<file path="src/rtl/cache_sa_engine.sv">
// cache_sa_engine: set-associative tag/state engine with FIFO/LRU replacement and WB/WT policies.
// Define CACHE_MISS_RATE_EN to add a serially divided permille miss-rate output.
module cache_sa_engine #(
  parameter int ADDR_W      = 32,
  parameter int BLOCK_BYTES = 64,
  parameter int NUM_SETS    = 16,
  parameter int WAYS        = 4,
  parameter int CNT_W       = 16
) (
  input  logic              clk,
  input  logic              reset,
  input  logic              req_valid,
  output logic              req_ready,
  input  logic              req_we,
  input  logic [ADDR_W-1:0] req_addr,
  input  logic              replace_policy,
  input  logic              write_policy,
  output logic              resp_valid,
  output logic              resp_hit,
  output logic              resp_wb,
  output logic [ADDR_W-1:0] resp_wb_addr,
  output logic [CNT_W-1:0]  num_reads,
  output logic [CNT_W-1:0]  num_writes,
  output logic [CNT_W-1:0]  num_read_misses,
  output logic [CNT_W-1:0]  num_write_misses,
`ifdef CACHE_MISS_RATE_EN
  output logic [11:0]       miss_rate,
  output logic              miss_rate_valid,
`endif
  output logic [CNT_W-1:0]  num_writebacks
);
  localparam int OFF_W = $clog2(BLOCK_BYTES);
  localparam int IDX_W = $clog2(NUM_SETS);
  localparam int AGE_W = (WAYS > 1) ? $clog2(WAYS) : 1;
  localparam int TAG_W = ADDR_W - OFF_W - IDX_W;
  typedef enum logic [1:0] {IDLE, LOOKUP, UPDATE} state_t;
  state_t state_q, state_d;
  logic [ADDR_W-1:0] addr_q, addr_d, wb_addr_q, wb_addr_d;
  logic we_q, we_d, rpol_q, rpol_d, wpol_q, wpol_d;
  logic hit_q, hit_d, wb_q, wb_d, alloc_q, alloc_d;
  logic [AGE_W-1:0] way_q, way_d;
  logic [TAG_W-1:0] tag_q [NUM_SETS][WAYS];
  logic [TAG_W-1:0] tag_d [NUM_SETS][WAYS];
  logic [AGE_W-1:0] age_q [NUM_SETS][WAYS];
  logic [AGE_W-1:0] age_d [NUM_SETS][WAYS];
  logic [WAYS-1:0] valid_q [NUM_SETS];
  logic [WAYS-1:0] valid_d [NUM_SETS];
  logic [WAYS-1:0] dirty_q [NUM_SETS];
  logic [WAYS-1:0] dirty_d [NUM_SETS];
  logic [AGE_W-1:0] ptr_q [NUM_SETS];
  logic [AGE_W-1:0] ptr_d [NUM_SETS];
  logic [CNT_W-1:0] rd_q, rd_d, wr_q, wr_d, rm_q, rm_d, wm_q, wm_d, wbc_q, wbc_d;
  logic [IDX_W-1:0] idx;
  logic [TAG_W-1:0] tag;
  logic hit_c, inv_c, alloc_c;
  logic [AGE_W-1:0] hit_way, inv_way, lru_way, victim;
  function automatic logic [CNT_W-1:0] sat_inc(input logic [CNT_W-1:0] v, input logic en);
    return (en && !(&v)) ? v + 1'b1 : v;
  endfunction
  assign idx = addr_q[OFF_W+IDX_W-1:OFF_W];
  assign tag = addr_q[ADDR_W-1:OFF_W+IDX_W];
  assign req_ready = (state_q == IDLE);
  assign resp_valid = (state_q == UPDATE);
  assign resp_hit = hit_q;
  assign resp_wb = wb_q;
  assign resp_wb_addr = wb_addr_q;
  assign num_reads = rd_q;
  assign num_writes = wr_q;
  assign num_read_misses = rm_q;
  assign num_write_misses = wm_q;
  assign num_writebacks = wbc_q;
  always_comb begin
    hit_c = 1'b0;
    hit_way = '0;
    inv_c = 1'b0;
    inv_way = '0;
    lru_way = '0;
    for (int w = 0; w < WAYS; w++) begin
      if (valid_q[idx][w] && tag_q[idx][w] == tag) begin
        hit_c = 1'b1;
        hit_way = AGE_W'(w);
      end
      if (age_q[idx][w] == AGE_W'(WAYS - 1)) lru_way = AGE_W'(w);
    end
    // Descending scan leaves the lowest-index invalid way selected.
    for (int w = WAYS - 1; w >= 0; w--) begin
      if (!valid_q[idx][w]) begin
        inv_c = 1'b1;
        inv_way = AGE_W'(w);
      end
    end
    victim = inv_c ? inv_way : rpol_q ? lru_way : ptr_q[idx];
    alloc_c = !hit_c && !(wpol_q && we_q);
  end
  always_comb begin
    state_d = state_q;
    addr_d = addr_q;
    we_d = we_q;
    rpol_d = rpol_q;
    wpol_d = wpol_q;
    hit_d = hit_q;
    wb_d = wb_q;
    wb_addr_d = wb_addr_q;
    alloc_d = alloc_q;
    way_d = way_q;
    tag_d = tag_q;
    age_d = age_q;
    valid_d = valid_q;
    dirty_d = dirty_q;
    ptr_d = ptr_q;
    rd_d = rd_q;
    wr_d = wr_q;
    rm_d = rm_q;
    wm_d = wm_q;
    wbc_d = wbc_q;
    case (state_q)
      IDLE: if (req_valid) begin
        addr_d = req_addr;
        we_d = req_we;
        rpol_d = replace_policy;
        wpol_d = write_policy;
        state_d = LOOKUP;
      end
      LOOKUP: begin
        hit_d = hit_c;
        alloc_d = alloc_c;
        way_d = hit_c ? hit_way : victim;
        wb_d = alloc_c && valid_q[idx][victim] && dirty_q[idx][victim];
        wb_addr_d = (alloc_c && valid_q[idx][victim] && dirty_q[idx][victim]) ?
                    {tag_q[idx][victim], idx, {OFF_W{1'b0}}} : '0;
        state_d = UPDATE;
      end
      UPDATE: begin
        if (hit_q && we_q && !wpol_q) dirty_d[idx][way_q] = 1'b1;
        if (alloc_q) begin
          valid_d[idx][way_q] = 1'b1;
          tag_d[idx][way_q] = tag;
          dirty_d[idx][way_q] = we_q && !wpol_q;
          if (way_q == ptr_q[idx])
            ptr_d[idx] = (ptr_q[idx] == AGE_W'(WAYS - 1)) ? '0 : ptr_q[idx] + 1'b1;
        end
        if ((hit_q || alloc_q) && rpol_q) begin
          for (int w = 0; w < WAYS; w++)
            if (age_q[idx][w] < age_q[idx][way_q]) age_d[idx][w] = age_q[idx][w] + 1'b1;
          age_d[idx][way_q] = '0;
        end
        rd_d = sat_inc(rd_q, !we_q);
        wr_d = sat_inc(wr_q, we_q);
        rm_d = sat_inc(rm_q, !we_q && !hit_q);
        wm_d = sat_inc(wm_q, we_q && !hit_q);
        wbc_d = sat_inc(wbc_q, wb_q);
        state_d = IDLE;
      end
      default: state_d = IDLE;
    endcase
  end
  always_ff @(posedge clk) begin
    if (reset) begin
      state_q <= IDLE;
      addr_q <= '0;
      we_q <= 1'b0;
      rpol_q <= 1'b0;
      wpol_q <= 1'b0;
      hit_q <= 1'b0;
      wb_q <= 1'b0;
      wb_addr_q <= '0;
      alloc_q <= 1'b0;
      way_q <= '0;
      for (int s = 0; s < NUM_SETS; s++) begin
        valid_q[s] <= '0;
        dirty_q[s] <= '0;
        ptr_q[s] <= '0;
        for (int w = 0; w < WAYS; w++) begin
          tag_q[s][w] <= '0;
          age_q[s][w] <= AGE_W'(w);
        end
      end
      rd_q <= '0;
      wr_q <= '0;
      rm_q <= '0;
      wm_q <= '0;
      wbc_q <= '0;
    end else begin
      state_q <= state_d;
      addr_q <= addr_d;
      we_q <= we_d;
      rpol_q <= rpol_d;
      wpol_q <= wpol_d;
      hit_q <= hit_d;
      wb_q <= wb_d;
      wb_addr_q <= wb_addr_d;
      alloc_q <= alloc_d;
      way_q <= way_d;
      tag_q <= tag_d;
      age_q <= age_d;
      valid_q <= valid_d;
      dirty_q <= dirty_d;
      ptr_q <= ptr_d;
      rd_q <= rd_d;
      wr_q <= wr_d;
      rm_q <= rm_d;
      wm_q <= wm_d;
      wbc_q <= wbc_d;
    end
  end
`ifdef CACHE_MISS_RATE_EN
  localparam int DW = CNT_W + 23;
  logic [DW-1:0] rem_q, rem_d, den_q, den_d;
  logic [11:0] quo_q, quo_d, mr_q, mr_d;
  logic [3:0] cnt_q, cnt_d;
  logic busy_q, busy_d, zero_q, zero_d, mrv_q, mrv_d, ge;
  logic [CNT_W:0] acc_sum, mis_sum;
  assign miss_rate = mr_q;
  assign miss_rate_valid = mrv_q;
  // Quotient never exceeds 1000, so twelve restoring steps against den<<11 suffice.
  always_comb begin
    rem_d = rem_q;
    den_d = den_q;
    quo_d = quo_q;
    mr_d = mr_q;
    cnt_d = cnt_q;
    busy_d = busy_q;
    zero_d = zero_q;
    mrv_d = mrv_q;
    acc_sum = {1'b0, rd_d} + {1'b0, wr_d};
    mis_sum = {1'b0, rm_d} + {1'b0, wm_d};
    ge = rem_q >= den_q;
    if (state_q == UPDATE || (busy_q && state_q == IDLE && req_valid)) begin
      rem_d = DW'(mis_sum) * DW'(1000);
      den_d = DW'(acc_sum) << 11;
      zero_d = (acc_sum == '0);
      quo_d = '0;
      cnt_d = '0;
      busy_d = 1'b1;
      mrv_d = 1'b0;
    end else if (busy_q) begin
      rem_d = ge ? rem_q - den_q : rem_q;
      den_d = den_q >> 1;
      quo_d = {quo_q[10:0], ge};
      cnt_d = cnt_q + 1'b1;
      if (cnt_q == 4'd11) begin
        busy_d = 1'b0;
        mrv_d = 1'b1;
        mr_d = zero_q ? '0 : {quo_q[10:0], ge};
      end
    end
  end
  always_ff @(posedge clk) begin
    if (reset) begin
      rem_q <= '0;
      den_q <= '0;
      quo_q <= '0;
      mr_q <= '0;
      cnt_q <= '0;
      busy_q <= 1'b0;
      zero_q <= 1'b0;
      mrv_q <= 1'b0;
    end else begin
      rem_q <= rem_d;
      den_q <= den_d;
      quo_q <= quo_d;
      mr_q <= mr_d;
      cnt_q <= cnt_d;
      busy_q <= busy_d;
      zero_q <= zero_d;
      mrv_q <= mrv_d;
    end
  end
`endif
endmodule

</file>
<file path="config.mk">
export PLATFORM = sky130hd
export DESIGN_NAME = cache_sa_engine
export DESIGN_NICKNAME = d
export VERILOG_FILES = /design/src/rtl/cache_sa_engine.sv
export SDC_FILE = /design/constraint.sdc
export NUM_CORES = 2
export LEC_CHECK = 0
export CELL_PAD_IN_SITES_DETAIL_PLACEMENT = 1
export CELL_PAD_IN_SITES_GLOBAL_PLACEMENT = 2
export CORE_MARGIN = 3
export CORE_UTILIZATION = 30
export CTS_BUF_LIST = sky130_fd_sc_hd__clkbuf_8
export CTS_CLUSTER_DIAMETER = 60
export CTS_CLUSTER_SIZE = 28
export DETAILED_ROUTE_END_ITERATION = 8
export PLACE_DENSITY = 0.68
export SETUP_SLACK_MARGIN = 0.3
export SYNTH_ARGS = -nofsm -noshare
export SYNTH_HDL_FRONTEND = slang
export SYNTH_SLANG_ARGS = --single-unit
export TNS_END_PERCENT = 50
</file>
<file path="constraint.sdc">
create_clock -name clk -period 6.3 [get_ports clk]
set_clock_uncertainty 0.2 [all_clocks]
set_input_delay 1.26 -clock clk [delete_from_list [all_inputs] [get_ports clk]]
set_output_delay 1.26 -clock clk [all_outputs]
set_load 0.01 [all_outputs]
</file>
==> flow_summary.ini <==
[die]
dieHeight_microns = 532
rows = 192
start_util_pct = 30.3
io_pins = 154
core_sq_mm = 0.275
dieArea_sq_mm = 0.284
die_w_microns = 532

[clocking]
cts_root_buf = clkbuf_8
cts_tree = yes
clkLatencyLatePin_ns = 1.04
cts_post_setup_buffers_inserted = 0
clkTransAtPathRegs_ns = 0.10
cts_hold_buf = 0
htreeDepth = 4
cts_resized = 0
cts-buffers-inserted = 188
cts.sinks = 1838
clock_path_buffers = 4

[detailed_routing]
vias = 74400
drc = 0
routed_wl_microns = 381000
drt_first_pass_iters = 8
detail_route.iter0.violations = 6512
antenna_left = 0
wire_per_inst_microns = 28.4
routed_via_density = 5.55

[synth]
yosysSeqAreaShare_pct = 44.2
ys_ff_latch = 1838
ys_warn_count = 0
synth_flop_cell = dfxtp_1
yosysTopAreaCellShare_pct = 44.2
synth_edf_count = 0
synth_area_per_cell_sq_um = 8.48
yosysUniqueCellTypes = 100
synth_area_leaders = dfxtp_1 44%, nand2_1 15%, mux4_2 10%, a21oi_1 9.2%, mux2i_1 3.4%
postSynthCellCount = 9805
synth_common_cells = 3,244 x nand2_1, 1,838 x dfxtp_1, 1,532 x a21oi_1
yosysMostFrequentCell = nand2_1
async_reset_ff_share_pct = 0
yosysTopAreaCell = dfxtp_1
netlist_area_sq_mm = 0.0832

[place]
gp_congestion = 0.957
place_inst = 13100
portBuffers = 141
dp_hpwl_microns = 246000

[critical_path]
required_ns = 7.03
critical_path_class = reg -> reg
cp.arrival_ns = 6.33
cp-end-kind = flip-flop
timing.rr.start = addr_q[6]
worst_setup_path_start_kind = flip-flop
reg2reg_setup_slack_ns = 0.70
critPathMaxFanout = 24
timing.rr.end = age_q[113]
r2r_cells = 11

[grt]
grt_pass1_vias = 75300
grt_pass1_wl_microns = 545000
grt-ovfl-total = 0
grtUsageTotal_pct = 25.8
antenna_found_initial = 15
grt_max_degree = 180

[sta]
fin_tns_setup_ns = 0
setup-violations-final = 0
hold_ws_ns = 0.254
hold_viol_final = 0
fmax_mhz = 179
tightest_slew_ns = 1.32
finalCritPeriodShare_pct = 88.9
maxSlewViolCount = 0
period_needed_ns = 5.60
slew_headroom_pct = 11.7
rsz0062_at_grt = false

[hold_path]
hold_path.startpoint = tag_q[829]
holdPathStages = 2
holdPathEnd = tag_q[829]
hold_path_class = reg -> reg

[pwr]
ir_worst_vdd_mv = 0.178
powerDensity_mw_per_mm2 = 243
p_leak_nw = 29.0

[final_layout]
area_delta_synth_final_pct = 11.2
drive_above_1_share_pct = 13.1
nets = 9623
num-fill-cells = 32200
stdcell_count = 13400

[status]
outcome = finished, final reports clean

[job]
max_cap_violations = 0
through the flow:
step | area (sq um) | setup slack [ns] | power [mW] | utilization, %
3_3_place_gp | 88100 | 0.749 | 13.6 | 32.0
2_1_floorplan | 83200 | 1.25 | 13.0 | -
3_5_place_dp | 88100 | 0.706 | 13.6 | 32.0
5_1_grt | 92400 | 0.419 | 23.2 | 33.6
4_1_cts | 92400 | 0.682 | 22.7 | 33.6
6_report | 92400 | 0.699 | 22.4 | 33.6
logic make-up (layout without fill, tap and decap cells):
logic type / after synthesis / after routing / share of synthesized area [%]
buf+inv: 940 / 848 / 5.41
mux: 761 / 761 / 15.6
other cells: 1 / 11 / 0.00451
xor+xnor: 132 / 132 / 1.39
simple gates: 4059 / 4059 / 19.1
fa+ha+maj: 12 / 12 / 0.181
compound gates: 2062 / 2062 / 14.0
flops: 1838 / 1838 / 44.2
routing by layer:
metal  vias up  share of wire [%]  GRT usage, %
met4         6                5.0          11.3
met5         -              0.012             0
met3       678                6.2          4.34
li1      32900                  -             -
met2      2356                 46          41.7
met1     38500                 43          34.0
flip-flops by register name, summed over array words and instances, names as in the netlist:
signal,cells
tag_q,1408
age_q,128
dirty_q,64
valid_q,64
ptr_q,32
addr_q,26
resp_wb_addr,26
num_read_misses,16
num_reads,16
num_write_misses,16
num_writebacks,16
num_writes,16
state_q,2
way_q,2
alloc_q,1
resp_hit,1
resp_wb,1
rpol_q,1
we_q,1
wpol_q,1
where the power goes:
part / switching [mW] / internal, mW
combinational: 1.18 / 0.430
sequential: 0.174 / 11.6
clock: 5.23 / 3.80
total: 6.58 / 15.9
worst max-delay path, stage by stage, from the launching register on:
cell and delay [ns]:
dfxtp_4 0.83, buf_4 0.42, buf_4 0.22, mux4_2 0.55, mux4_2 0.56, mux4_2 0.48
inv_1 0.17, ha_1 0.28, o21a_1 0.14, o21ai_1 1.00, nand2_1 0.20, a221o_1 0.42
cells in the final DEF (no fill, tap or decap), types with 18 or more instances in the layout:
master              n
buf_12             23
buf_4             305
mux4_2            382
a21oi_1          1532
mux2_2             66
clkdlybuf4s50_1   140
o21ai_2            19
mux4_1             29
inv_8              18
xnor2_1            75
a22oi_1           123
nand2_1          3238
dfxtp_4            26
nand4_1            24
mux2i_1           283
nor2_2             55
clkinvlp_4         23
a22o_1             23
xor2_1             57
nor2_1            455
o21ai_0           111
dfxtp_1          1812
inv_6              23
clkbuf_8          202
inv_1              38
or3_1              35
nor3_1             46
nor2_4             20
a221o_1            68
o22ai_1            29
clkinv_8           20
nand3_1            70
final cells by class:
type | instances | area, sq um | share of cell area (%)
Timing Repair Buffer | 469 | 4180 | 4.52
Multi-Input combinational cell | 7032 | 42200 | 45.7
Clock buffer | 202 | 2780 | 3.01
Clock inverter | 133 | 1570 | 1.70
Inverter | 44 | 175 | 0.189
Antenna cell | 5 | 12.5 | 0.0135
Sequential cell | 1838 | 36900 | 39.9
Tap cell | 3686 | 4610 | 4.99
worst max path at each step:
stage,to,cells after the start,from
finish,age_q[113],11,addr_q[6]
global placement,resp_wb_addr[10],16,addr_q[6]
detailed placement,age_q[113],11,addr_q[6]
CTS,age_q[113],11,addr_q[6]
floorplan,age_q[57],20,addr_q[7]
global route,resp_wb_addr[10],16,addr_q[6]
Note: power is estimated with default switching activity, not from simulation.
